$ cat config.mk
export PLATFORM = sky130hd
export DESIGN_NAME = irq_aggregator
export DESIGN_NICKNAME = d
export VERILOG_FILES = /design/src/rtl/irq_aggregator.sv
export SDC_FILE = /design/constraint.sdc
export NUM_CORES = 1
export LEC_CHECK = 0
export BUFFER_PORTS_ARGS = -buffer_cell sky130_fd_sc_hd__buf_4
export CORE_MARGIN = 3
export CORE_UTILIZATION = 41
export CTS_BUF_LIST = sky130_fd_sc_hd__clkbuf_16
export DETAILED_ROUTE_END_ITERATION = 6
export PLACE_DENSITY_LB_ADDON = 0.25
export SLEW_MARGIN = 30
export SYNTH_ARGS = -nofsm -noshare
export SYNTH_HDL_FRONTEND = slang
export SYNTH_SLANG_ARGS = --single-unit
$ cat constraint.sdc
create_clock -name clk -period 1.9 [get_ports clk]
set_input_delay 0.19 -clock clk [delete_from_list [all_inputs] [get_ports clk]]
set_output_delay 0.19 -clock clk [all_outputs]
set_load 0.02 [all_outputs]
$ cat src/rtl/irq_aggregator.sv
// Six-source interrupt aggregator: per-source synchroniser, edge/level pending latch,
// mask, and a registered HWInt vector behind a small bridge-addressed register window.
module irq_lane #(
  parameter int SYNC_STAGES = 2
) (
  input  logic clk,
  input  logic reset,
  input  logic src,
  input  logic mode,
  input  logic clr,
  output logic pending
);
  logic [SYNC_STAGES-1:0] sync_q;
  logic                   prev;
  logic                   sync;

  assign sync = sync_q[SYNC_STAGES-1];

  always_ff @(posedge clk) begin
    if (!reset) begin
      sync_q  <= '0;
      prev    <= 1'b0;
      pending <= 1'b0;
    end else begin
      sync_q[0] <= src;
      for (int k = 1; k < SYNC_STAGES; k++) sync_q[k] <= sync_q[k-1];
      prev <= sync;
      // Edge: a fresh rising edge beats a same-cycle clear. Level: track sync.
      if (mode) pending <= (sync & ~prev) | (pending & ~clr);
      else      pending <= sync;
    end
  end
endmodule

module irq_aggregator #(
  parameter logic [31:0] BASE        = 32'h0000_7F40,
  parameter int          SYNC_STAGES = 2
) (
  input  logic        clk,
  input  logic        reset,
  input  logic [29:0] Addr,
  input  logic        WE,
  input  logic [31:0] Din,
  output logic [31:0] Dout,
  input  logic [5:0]  irq_src,
  output logic [5:0]  HWInt,
  output logic        IRQ
);
  localparam int          NUM_LANES = 6;
  localparam logic [29:0] BASE_W    = BASE[31:2];
  localparam logic [2:0]  OFF_PEND  = 3'd0;
  localparam logic [2:0]  OFF_MASK  = 3'd1;
  localparam logic [2:0]  OFF_MODE  = 3'd2;
  localparam logic [2:0]  OFF_CLR   = 3'd3;
  localparam logic [2:0]  OFF_ACT   = 3'd4;
  localparam logic [2:0]  OFF_HI    = 3'd5;

  logic [NUM_LANES-1:0] pending, mask, mode, active, clr_vec;
  logic [29:0]          rel;
  logic [2:0]           off;
  logic                 in_win;
  logic [2:0]           hi_idx;
  logic                 unused_din;

  // Word offset into the window; addresses below BASE wrap high and fall out.
  assign rel        = Addr - BASE_W;
  assign in_win     = (Addr >= BASE_W) && (rel < 30'd6);
  assign off        = rel[2:0];
  assign clr_vec    = (WE && in_win && off == OFF_CLR) ? Din[NUM_LANES-1:0] : '0;
  assign active     = pending & mask;
  assign unused_din = ^Din[31:NUM_LANES];

  irq_lane #(.SYNC_STAGES(SYNC_STAGES)) u_lane [NUM_LANES-1:0] (
    .clk     (clk),
    .reset   (reset),
    .src     (irq_src),
    .mode    (mode),
    .clr     (clr_vec),
    .pending (pending)
  );

  always_ff @(posedge clk) begin
    if (!reset) begin
      mask  <= '0;
      mode  <= '0;
      HWInt <= '0;
    end else begin
      if (WE && in_win && off == OFF_MASK) mask <= Din[NUM_LANES-1:0];
      if (WE && in_win && off == OFF_MODE) mode <= Din[NUM_LANES-1:0];
      HWInt <= active;
    end
  end

  assign IRQ = |HWInt;

  // Scan high-to-low so the lowest-numbered active source is the one left standing.
  always_comb begin
    hi_idx = 3'd0;
    for (int i = NUM_LANES-1; i >= 0; i--)
      if (active[i]) hi_idx = 3'(i);
  end

  always_comb begin
    Dout = '0;
    if (in_win) begin
      case (off)
        OFF_PEND: Dout = {26'b0, pending};
        OFF_MASK: Dout = {26'b0, mask};
        OFF_MODE: Dout = {26'b0, mode};
        OFF_ACT:  Dout = {26'b0, active};
        OFF_HI:   Dout = {|active, 28'b0, hi_idx};
        default:  Dout = '0;
      endcase
    end
  end
endmodule

Word level (Yosys, flattened, before mapping)
Index checks and enable logic that the tools add are counted.

word-level totals
  memories kept = 0
  bits in latches = 0
  RAM bits = 0
  bits in read-only memories = 0
  flip-flop bits (word level) = 42

cells by class
  multiply operators = 0
  reduce and logical (&&, ||, !) cells = 8
  eq/ne operators = 5
  $add $sub $neg = 1
  divide/modulo/power cells = 0
  bitwise gates (word level) = 31
  shift operators = 0
  muxes and demuxes = 15
  magnitude comparators = 2

operators with widths
  cell                      count
  $pmux W32 S5              1
  $mux W32                  1
  $ge A30 B13 Y1 const B    1
  $lt A30 B3 Y1 const B     1
  $sub A30 B13 Y30 const B  1
  $mux W3                   6
  $and A1 B1 Y1             12
  $not A1 Y1                12
  $reduce_or A6 Y1          2
  $and A6 B6 Y6             1
  $eq A3 B2 Y1 const B      2
  $eq A3 B3 Y1 const B      2
  $mux W1                   6
  $mux W6                   1
  $or A1 B1 Y1              6
  $logic_and A1 B1 Y1       5
  $eq A3 B1 Y1 const B      1
  $logic_not A3 Y1          1

Depth between registers and ports, before layout
Gate-level depths: netlist of the first run.

  depth in word-level cells = 10
  gate-level depth with buffers = 7

Modules after synthesis
From an unflattened synthesis of the first run, not the netlist that was laid out.

second synthesis, totals
  cell total of the unflattened synthesis = 249
  area, all modules = 2189.6 um^2

modules (own cells, without submodules)
  module          sequential area each (um^2)  area each (um^2)  cells an instance  instances
  irq_aggregator  360.3                        1461.4            189                1
  irq_lane        80.1                         121.4             10                 6

Worst setup path after synthesis of the first run
Ideal clock, no wire load.

  kind = input -> output
  start point = input Addr[8]
  end point = output Dout[31]
  slack = -0.526 ns
  buffers on the path = 1
  arrival = 2.236 ns
  stages = 7
  cells stage by stage = or4_4 a2111oi_1 a21o_2 nand4_1 or2_1 clkbuf_1 a311oi_1

between the ends
  word-level cells in the longest chain between the ends = 4
  elaborated cells between the ends (all ways) = 5

ends and longest elaborated chain
  what                   RTL line  source
  start: declaration     41        input logic [29:0] Addr,
  $sub A30 B13 Y30       66        assign rel = Addr - BASE_W;
  $lt A30 B3 Y1          67        assign in_win = (Addr >= BASE_W) && (rel < 30'd6);
  $logic_and A1 B1 Y1 *  67
  $mux W32 *             105       if (in_win) begin
  end: declaration       44        output logic [31:0] Dout,

Every way passes the cells marked *; elsewhere a longest branch is shown, timed or not.

Worst setup path in the final report of the first run
  start point = input Addr[10]
  end point = output Dout[0]

The elaborated chain is that of the path after synthesis.

==> impl_metrics.json, run 1 <==
{
  "ant_nets": 0,
  "cp-startpoint": "Addr[10]",
  "seq_area_frac_synth": 0.382,
  "crit_slowest_cell": "or4_4",
  "place_hpwl_um": 4030,
  "fp.dieW_um": 79.3,
  "cellPowerDensity_nw_per_um2": 608,
  "cp-end-kind": "output port",
  "yosys_warnings": 0,
  "wl_um": 5580,
  "post_drt_wl_per_cell_um": 13.2,
  "cp.arrival_ns": 2.10,
  "max_freq_ghz": 0.436,
  "layout.nets": 423,
  "start_kind": "input pin",
  "area_delta_synth_final_pct": 51.1,
  "dr.first_iter.drc_count": 108,
  "grt_start_max_net_pins": 49,
  "clockBufferDepth": 2,
  "finClkSkew_ns": 0.00219,
  "setup_viol": 25,
  "cts_tree": "yes",
  "async_flop_share": 0,
  "syn_area_per_cell_sq_um": 8.50,
  "p_int_w": 0.00152,
  "synth_flop_cell": "dfxtp_1",
  "fin_crit_ns": 2.29,
  "vdd_ir_drop_max_v": 0.000428,
  "first_pass_iters": 4,
  "p_leak_nw": 1.41,
  "tns_ns": -3.37,
  "rsz0062_at_grt": "true",
  "r2r-start": "mode[2]$_SDFFE_PN0P_",
  "status": "finished, violations left",
  "fillers": 424,
  "min_path_cells": 2,
  "power.share.clock": 0.402,
  "vias_per_cell": 5.03,
  "ff2ff_path_depth": 3,
  "io_buffer_count": 58,
  "ioPinCount": 110,
  "hp-class": "input pin to flop",
  "cts_hold_buffers": 0,
  "path_clk_slew_ns": 0.06,
  "fp-row-count": 26,
  "first_global_vias": 1900,
  "grt.total_usage": 0.176,
  "final_cell_mix": "73 x buf_4, 42 x dfxtp_1, 40 x nand2_1",
  "layout_commonest_cell": "buf_4",
  "pwr-share-seq": 0.448,
  "crit_type": "input pin to output port",
  "final_layout_size_suffix_gt1_frac": 0.363,
  "cts.sinks": 42,
  "grt_pass1_wl_um": 8700,
  "hp-start": "Din[4]",
  "power.net_switching_w": 0.000498,
  "postSynthCellCount": 259,
  "numCtsBuffers": 5,
  "max_stage_delay_ns": 0.54,
  "violations": "setup timing",
  "ys_ff_latch": 42,
  "insertion_delay_ns": 0.28,
  "start_util": 0.428,
  "die_area_sq_um": 6280,
  "final-hold-violation-count": 0,
  "coreArea_sq_um": 5140,
  "cap_violations": 0,
  "gp_congestion": 0.810,
  "gr-total-overflow": 0,
  "crit_fanout": 4,
  "power.share.switching": 0.246,
  "die_y_um": 79.3,
  "path_cells": "buf_6, or4_4, a2111oi_4, a21o_2, nand4_1, or2_4, buf_6, a221oi_4, buf_6",
  "diodes": 0,
  "crit_top_cell": "buf_6",
  "cts_root_buf": "clkbuf_16",
  "setup_ws_ns": -0.394,
  "htree_levels": 2,
  "fin_crit_sh": 1.21,
  "antenna_found_initial": 0,
  "num_vias": 2127,
  "synth.distinct_cells": 50,
  "synth-edff-count": 0,
  "slew_violations": 0,
  "finalPower_w": 0.00202,
  "mappedNetlistArea_sq_um": 2200,
  "power_frac_comb": 0.149,
  "drc": 0,
  "crit_required_ns": 1.71
}
==> power groups by stage <==
stage	logic (W)	registers [W]	clock network, W
after floorplan	0.000170	0.000924	0
after global placement	0.000271	0.000926	0
after global routing	0.000326	0.000908	0.000872
final	0.000302	0.000906	0.000814
after CTS	0.000276	0.000906	0.000829
after detailed placement	0.000273	0.000926	0
==> per-stage QoR <==
step / setup slack [ns] / utilization / std cells / cell area, sq um / hold slack, ns
6_report: -0.394 / 0.647 / 423 / 3320 / 0.110
5_1_grt: -0.503 / 0.647 / 423 / 3320 / 0.108
4_1_cts: -0.424 / 0.610 / 418 / 3140 / 0.0976
3_5_place_dp: -0.503 / 0.575 / 410 / 2960 / 0.394
3_3_place_gp: -0.484 / 0.575 / 410 / 2960 / 0.391
2_1_floorplan: -0.293 / - / 283 / 2410 / 0.295
==> state kept, by name, indices dropped and copies added, names as in the netlist <==
signal / count
mode: 6
HWInt: 6
u_lane.prev: 6
u_lane.sync_q: 12
mask: 6
u_lane.pending: 6
==> worst paths after layout <==
| check | to | slack [ns] |
|---|---|---|
| worst max-delay path | Dout[0] | -0.39 |
| worst min-delay path | u_lane[4].pending$_SDFF_PN0_ | 0.11 |
| worst max register to register | u_lane[2].pending$_SDFF_PN0_ | 1.02 |
| worst min register to register | u_lane[2].sync_q[1]$_SDFF_PN0_ | 0.43 |
==> per-layer routing <==
metal  track usage  vias up  part of all wire
li1              -     1076                 -
met1         0.221      965              0.45
met2         0.283       80              0.47
met3        0.0420        6             0.068
met4        0.0859        0             0.012
met5             0        -                 0
==> cell usage after synthesis, drive strengths merged, types with 3 or more instances <==
library cell / n / share of area
nand4: 4 / 0.014
nand2: 40 / 0.068
o21ai: 7 / 0.016
or2: 3 / 0.0085
clkbuf: 7 / 0.012
and3: 6 / 0.017
nor3: 6 / 0.016
mux2i: 12 / 0.055
and2: 18 / 0.051
nand3: 4 / 0.0091
a31oi: 13 / 0.037
a21oi: 8 / 0.018
buf: 27 / 0.096
a32oi: 7 / 0.028
nor2b: 6 / 0.017
nor4: 5 / 0.014
nor2: 9 / 0.015
dfxtp: 42 / 0.38
a211oi: 3 / 0.010
==> worst max-delay path: cells and delay by family <==
kind,cells,cell delay [ns]
and+or+nand+nor,3,0.94
AOI/OAI and AO/OA,3,0.60
buffers and inverters,3,0.37
==> kinds of logic after synthesis <==
family | count (synthesis) | share of synthesized area
muxes | 13 | 0.0597
DFF | 42 | 0.382
and+or+nand+nor | 109 | 0.259
other | 1 | 0.00170
AOI/OAI and AO/OA | 56 | 0.178
buffers and inverters | 38 | 0.119
==> timing repair <==
item	4_1_cts	5_1_grt
endpoints found under the setup margin	20	25
gates cloned	0	0
resized for setup	10	32
buffers inserted	0	5
pin swaps	2	13
==> area by class of cell <==
| type | instances | area (sq um) | share of cell area |
|---|---|---|---|
| Multi-Input combinational cell | 203 | 1400 | 0.420 |
| Timing Repair Buffer | 98 | 851 | 0.256 |
| Sequential cell | 42 | 841 | 0.253 |
| Clock buffer | 5 | 125 | 0.0376 |
| Tap cell | 70 | 87.6 | 0.0263 |
| Clock inverter | 3 | 16.3 | 0.00489 |
| Inverter | 2 | 7.51 | 0.00226 |
Power figures use the tool's default switching activity.
==> run 2: changes to the inputs <==
--- a/config.mk
+++ b/config.mk
@@ -12,6 +12,8 @@
 export DETAILED_ROUTE_END_ITERATION = 6
 export PLACE_DENSITY_LB_ADDON = 0.25
+export REMOVE_ABC_BUFFERS = 1
 export SLEW_MARGIN = 30
 export SYNTH_ARGS = -nofsm -noshare
 export SYNTH_HDL_FRONTEND = slang
+export SYNTH_HIERARCHICAL = 1
 export SYNTH_SLANG_ARGS = --single-unit
==> constraint.sdc (replaced) <==
create_clock -name clk -period 1.9 [get_ports clk]
set_input_delay 0.19 -clock clk [delete_from_list [all_inputs] [get_ports clk]]
set_output_delay 0.19 -clock clk [all_outputs]
set_load 0.1 [all_outputs]
==> impl_metrics.json, run 2 <==
{
  "status": "finished, violations left",
  "p_leak_nw": 1.35,
  "numCtsBuffers": 5,
  "fin_crit_ns": 2.19,
  "layout_commonest_cell": "buf_4",
  "fin_crit_sh": 1.15,
  "crit_fanout": 6,
  "grt_start_max_net_pins": 49,
  "r2r-end": "u_lane[0]/pending$_SDFF_PN0_",
  "path_clk_slew_ns": 0.06,
  "final_layout_size_suffix_gt1_frac": 0.355,
  "yosys_warnings": 6,
  "regMostFlops": "u_lane/sync_q",
  "hp-start": "irq_src[0]",
  "ant_nets": 0,
  "die_area_sq_um": 6250,
  "mappedNetlistArea_sq_um": 2190,
  "first_pass_iters": 4,
  "start_kind": "input pin",
  "crit_required_ns": 1.71,
  "antenna_found_initial": 0,
  "start_util": 0.443,
  "seq_area_frac_synth": 0.384,
  "synth.distinct_cells": 39,
  "cts_tree": "yes",
  "syn_area_per_cell_sq_um": 8.79,
  "final-hold-violation-count": 0,
  "setup_ws_ns": -0.286,
  "max_stage_delay_ns": 0.54,
  "ys_ff_latch": 42,
  "insertion_delay_ns": 0.28,
  "synth-edff-count": 0,
  "place_hpwl_um": 3810,
  "grt.total_usage": 0.173,
  "violations": "setup timing",
  "r2r-start": "u_lane[0]/pending$_SDFF_PN0_",
  "post_drt_wl_per_cell_um": 13.7,
  "ff2ff_path_depth": 2,
  "synthTopCellsByCount": "42 x dfxtp_1, 37 x nand2_1, 26 x buf_4, 13 x nor2b_1",
  "vias_per_cell": 5.10,
  "synth_top_area_frac": 0.384,
  "synth_area_leaders": "dfxtp_1 38%, buf_4 8.9%, nand2_1 6.3%",
  "grt_pass1_wl_um": 8590,
  "crit_type": "input pin to output port",
  "crit_slowest_cell": "or4_4",
  "postSynthCellCount": 249,
  "fin_util": 0.637,
  "die_y_um": 79.1,
  "cap_violations": 0,
  "min_path_cells": 2,
  "fp-row-count": 25,
  "clockBufferDepth": 2,
  "dr.first_iter.drc_count": 143,
  "largest_reg_flops": 12,
  "cp.arrival_ns": 2.00,
  "coreArea_sq_um": 4940,
  "async_flop_share": 0,
  "rsz0062_at_grt": "true",
  "layout.nets": 402,
  "first_global_vias": 1835,
  "wl_um": 5450,
  "finClkSkew_ns": 0.00279,
  "cellPowerDensity_nw_per_um2": 721,
  "final_cell_mix": "69 x buf_4, 42 x dfxtp_1, 37 x nand2_1",
  "gp_congestion": 0.869,
  "path_cells": "buf_6, or4_4, mux2_4, a2111oi_4, nand3_2, buf_8, a21oi_4, buf_12",
  "yosysTopAreaCell": "dfxtp_1",
  "htree_levels": 2,
  "place_ws_ns": -0.462,
  "area_delta_synth_final_pct": 43.7,
  "regToRegSetupSlack_ns": 1.03,
  "cp-end-kind": "output port",
  "dpl.cell_count": 391,
  "ioPinCount": 110,
  "num_vias": 2034,
  "synth_flop_cell": "dfxtp_1",
  "diodes": 0,
  "slew_violations": 0,
  "fp.dieW_um": 79.1,
  "holdWs_ns": 0.111,
  "io_buffer_count": 58,
  "post-synth-top-count-cell": "dfxtp_1",
  "min_to": "u_lane[0]/sync_q[0]$_SDFF_PN0_",
  "stdcell_count": 399,
  "max_freq_ghz": 0.457,
  "setup_viol": 13,
  "drc": 0,
  "cts.sinks": 42,
  "post_cts_buffers": 0,
  "gr-total-overflow": 0,
  "vdd_ir_drop_max_v": 0.000489,
  "hp-class": "input pin to flop",
  "cts_root_buf": "clkbuf_16"
}
==> run 2: kinds of logic (layout without fill, tap and decap cells) <==
kind of cell,count (synthesis),after routing,share of synthesized area
DFF,42,42,0.384
buffers and inverters,37,96,0.118
muxes,13,13,0.0600
AOI/OAI and AO/OA,36,36,0.121
and+or+nand+nor,120,120,0.315
other,1,25,0.00171
==> run 2: area by class of cell <==
type	count	area [sq um]
sequential	42	841
clock inverter	3	41.3
multi-input combinational	194	1300
timing repair buffer	82	729
tap	67	83.8
fill	416	1800
clock buffer	5	125
inverter	6	22.5
==> run 2: worst max-delay path: cells and delay by family <==
family	cells	cell delay [ns]
AO/OA/AOI/OAI	2	0.35
buffers and inverters	3	0.47
AND/OR/NAND/NOR	2	0.69
multiplexers	1	0.30
==> run 2: per-layer routing <==
layer  global-route usage  up-vias  share of wire
met1                0.229      928           0.42
met2                0.267      102           0.45
met3               0.0556       13           0.10
met4               0.0584        0          0.022
li1                     -      991              -
met5                    0        -              0
==> run 2: power breakdown <==
group | leakage [nW] | switching, W | internal [W]
Sequential | 0.342 | 0.00000783 | 0.000899
Clock | 0.0812 | 0.000336 | 0.000614
Combinational | 0.925 | 0.000303 | 0.000108
Total | 1.35 | 0.000647 | 0.00162
==> run 2: timing repair <==
action                     4_1_cts  5_1_grt
setup endpoints to repair       22       23
pin swaps                        4        4
hold endpoints to repair         0        0
gates resized for setup         45        8
hold buffers                     0        0
==> run 2: stage by stage <==
step	setup TNS, ns	total power (W)	cell area [sq um]
2_1_floorplan	-8.73	0.00119	2040
3_3_place_gp	-8.18	0.00132	2740
3_5_place_dp	-9.08	0.00133	2740
4_1_cts	-2.61	0.00228	3100
5_1_grt	-3.93	0.00234	3150
6_report	-2.72	0.00227	3150
==> run 2: how the worst max path moves through the flow <==
stage,startpoint,to,depth (start not counted)
after floorplan,Addr[11],Dout[0],5
after global placement,Addr[11],u_lane[0]/pending$_SDFF_PN0_,9
after detailed placement,Addr[11],u_lane[1]/pending$_SDFF_PN0_,9
after CTS,Addr[11],Dout[0],8
after global routing,Addr[11],Dout[0],8
final,Addr[11],Dout[0],8
==> run 3: changes to the inputs <==
- CORE_MARGIN: 3 -> unset
==> impl_metrics.json, run 3 (synthesis gave the netlist of run 2 again) <==
{
  "holdWs_ns": 0.115,
  "fin_crit_sh": 1.15,
  "numCtsBuffers": 5,
  "dr.first_iter.drc_count": 112,
  "crit_fanout": 6,
  "coreArea_sq_um": 5140,
  "first_pass_iters": 4,
  "crit_type": "input pin to output port",
  "final-hold-violation-count": 0,
  "ant_nets": 0,
  "endpoint": "Dout[0]",
  "cp-end-kind": "output port",
  "cts.sinks": 42,
  "antenna_found_initial": 0,
  "violations": "setup timing",
  "place_area_sq_um": 2760,
  "cellPowerDensity_nw_per_um2": 669,
  "post_drt_wl_per_cell_um": 13.3,
  "wl_um": 5400,
  "grt_pass1_wl_um": 8140,
  "num_vias": 2015,
  "worst_pin_slew_ns": 0.523,
  "layout_commonest_cell": "buf_4",
  "ioPinCount": 110,
  "path_cells": "buf_6, or4_4, mux2_4, a2111oi_4, nand3_2, buf_6, a21oi_4, buf_12",
  "p_leak_nw": 1.37,
  "ff2ff_path_depth": 2,
  "htree_levels": 2,
  "final_cell_mix": "70 x buf_4, 42 x dfxtp_1, 37 x nand2_1",
  "gp_congestion": 0.804,
  "crit_slowest_cell": "or4_4",
  "start_kind": "input pin",
  "setup_viol": 24,
  "regToRegSetupSlack_ns": 1.02,
  "layout.nets": 405,
  "rsz0062_at_grt": "true",
  "first_global_vias": 1759,
  "crit_required_ns": 1.71,
  "status": "finished, violations left",
  "fp.dieW_um": 75.1,
  "clockBufferDepth": 2,
  "start_util": 0.426,
  "final_layout_size_suffix_gt1_frac": 0.358,
  "cts_root_buf": "clkbuf_16",
  "grt_start_max_net_pins": 49,
  "relSlewSlack": 0.649,
  "area_delta_synth_final_pct": 44.7,
  "setup_ws_ns": -0.289,
  "cap_violations": 0,
  "vias_per_cell": 4.98,
  "max_freq_ghz": 0.457,
  "io_buffer_count": 58,
  "finalPower_w": 0.00212,
  "finClkSkew_ns": 0.00388,
  "cp-startpoint": "Addr[11]",
  "fp-row-count": 26,
  "insertion_delay_ns": 0.28,
  "vdd_ir_drop_max_v": 0.000570,
  "grt.total_usage": 0.195,
  "die_y_um": 75.1,
  "fin_area_sq_um": 3170,
  "path_clk_slew_ns": 0.06,
  "hp-class": "input pin to flop",
  "slew_violations": 0,
  "diodes": 0,
  "crit_top_cell": "buf_6",
  "place_hpwl_um": 3730,
  "largest_reg_flops": 12,
  "max_stage_delay_ns": 0.52,
  "regMostFlops": "u_lane/sync_q",
  "r2r-start": "u_lane[4]/pending$_SDFF_PN0_",
  "r2r-end": "u_lane[4]/pending$_SDFF_PN0_",
  "place_ws_ns": -0.453,
  "drc": 0,
  "fin_crit_ns": 2.19,
  "gr-total-overflow": 0,
  "die_area_sq_um": 5640,
  "cts_tree": "yes",
  "cp.arrival_ns": 2.00
}
run 3: cell types whose count changed in the layout (fill, tap and decap cells not counted):
cell	before	now
buf_12	7	8
buf_4	69	70
buf_6	5	6
bufinv_16	1	0
clkinv_1	0	1
clkinv_2	0	1
clkinvlp_4	1	0
nor4_2	3	2
nor4_4	3	4
run 3: worst max-delay path, delay by kind of cell:
family | cells | cell delay, ns
simple gates | 2 | 0.68
buf+inv | 3 | 0.46
mux | 1 | 0.30
compound gates | 2 | 0.35
run 3: cell type report:
type | count | area (sq um)
clock buffer | 5 | 125
clock inverter | 3 | 12.5
fill | 461 | 1970
inverter | 6 | 22.5
multi-input combinational | 194 | 1310
sequential | 42 | 841
tap | 70 | 87.6
timing repair buffer | 85 | 768
run 3: timing repair:
item,4_1_cts,5_1_grt
buffers inserted,2,1
pin swaps,7,5
gates resized for setup,45,10
hold buffers,0,0
endpoints found under the setup margin,24,21
run 3: power breakdown:
group          internal, W  switching (W)  total [W]
Combinational     0.000110       0.000305   0.000415
Sequential        0.000899     0.00000838   0.000908
Clock             0.000474       0.000321   0.000796
run 3: layer usage:
metal  share of wire  vias to the layer above  track usage  wire length, um
li1                -                     1004            -                -
met1            0.45                      909        0.251             2450
met2            0.45                       98        0.314             2450
met3           0.083                        4       0.0535              450
met4          0.0069                        0       0.0671               37
met5               0                        -            0                0
run 3: worst min-delay path by stage:
stage,from,end,slack (ns),cells past startpoint
floorplan,reset,u_lane[0]/sync_q[0]$_SDFF_PN0_,0.31,1
global placement,irq_src[5],u_lane[5]/sync_q[0]$_SDFF_PN0_,0.40,2
detailed placement,irq_src[1],u_lane[1]/sync_q[0]$_SDFF_PN0_,0.40,2
CTS,irq_src[5],u_lane[5]/sync_q[0]$_SDFF_PN0_,0.11,2
global route,irq_src[0],u_lane[0]/sync_q[0]$_SDFF_PN0_,0.11,2
finish,irq_src[0],u_lane[0]/sync_q[0]$_SDFF_PN0_,0.11,2
run 3: per-stage QoR:
stage / utilization / instances / TNS, ns
6_report: 0.617 / 405 / -3.39
5_1_grt: 0.617 / 405 / -4.89
4_1_cts: 0.603 / 404 / -2.61
3_5_place_dp: 0.537 / 394 / -8.74
3_3_place_gp: 0.537 / 394 / -8.09
2_1_floorplan: - / 242 / -8.73
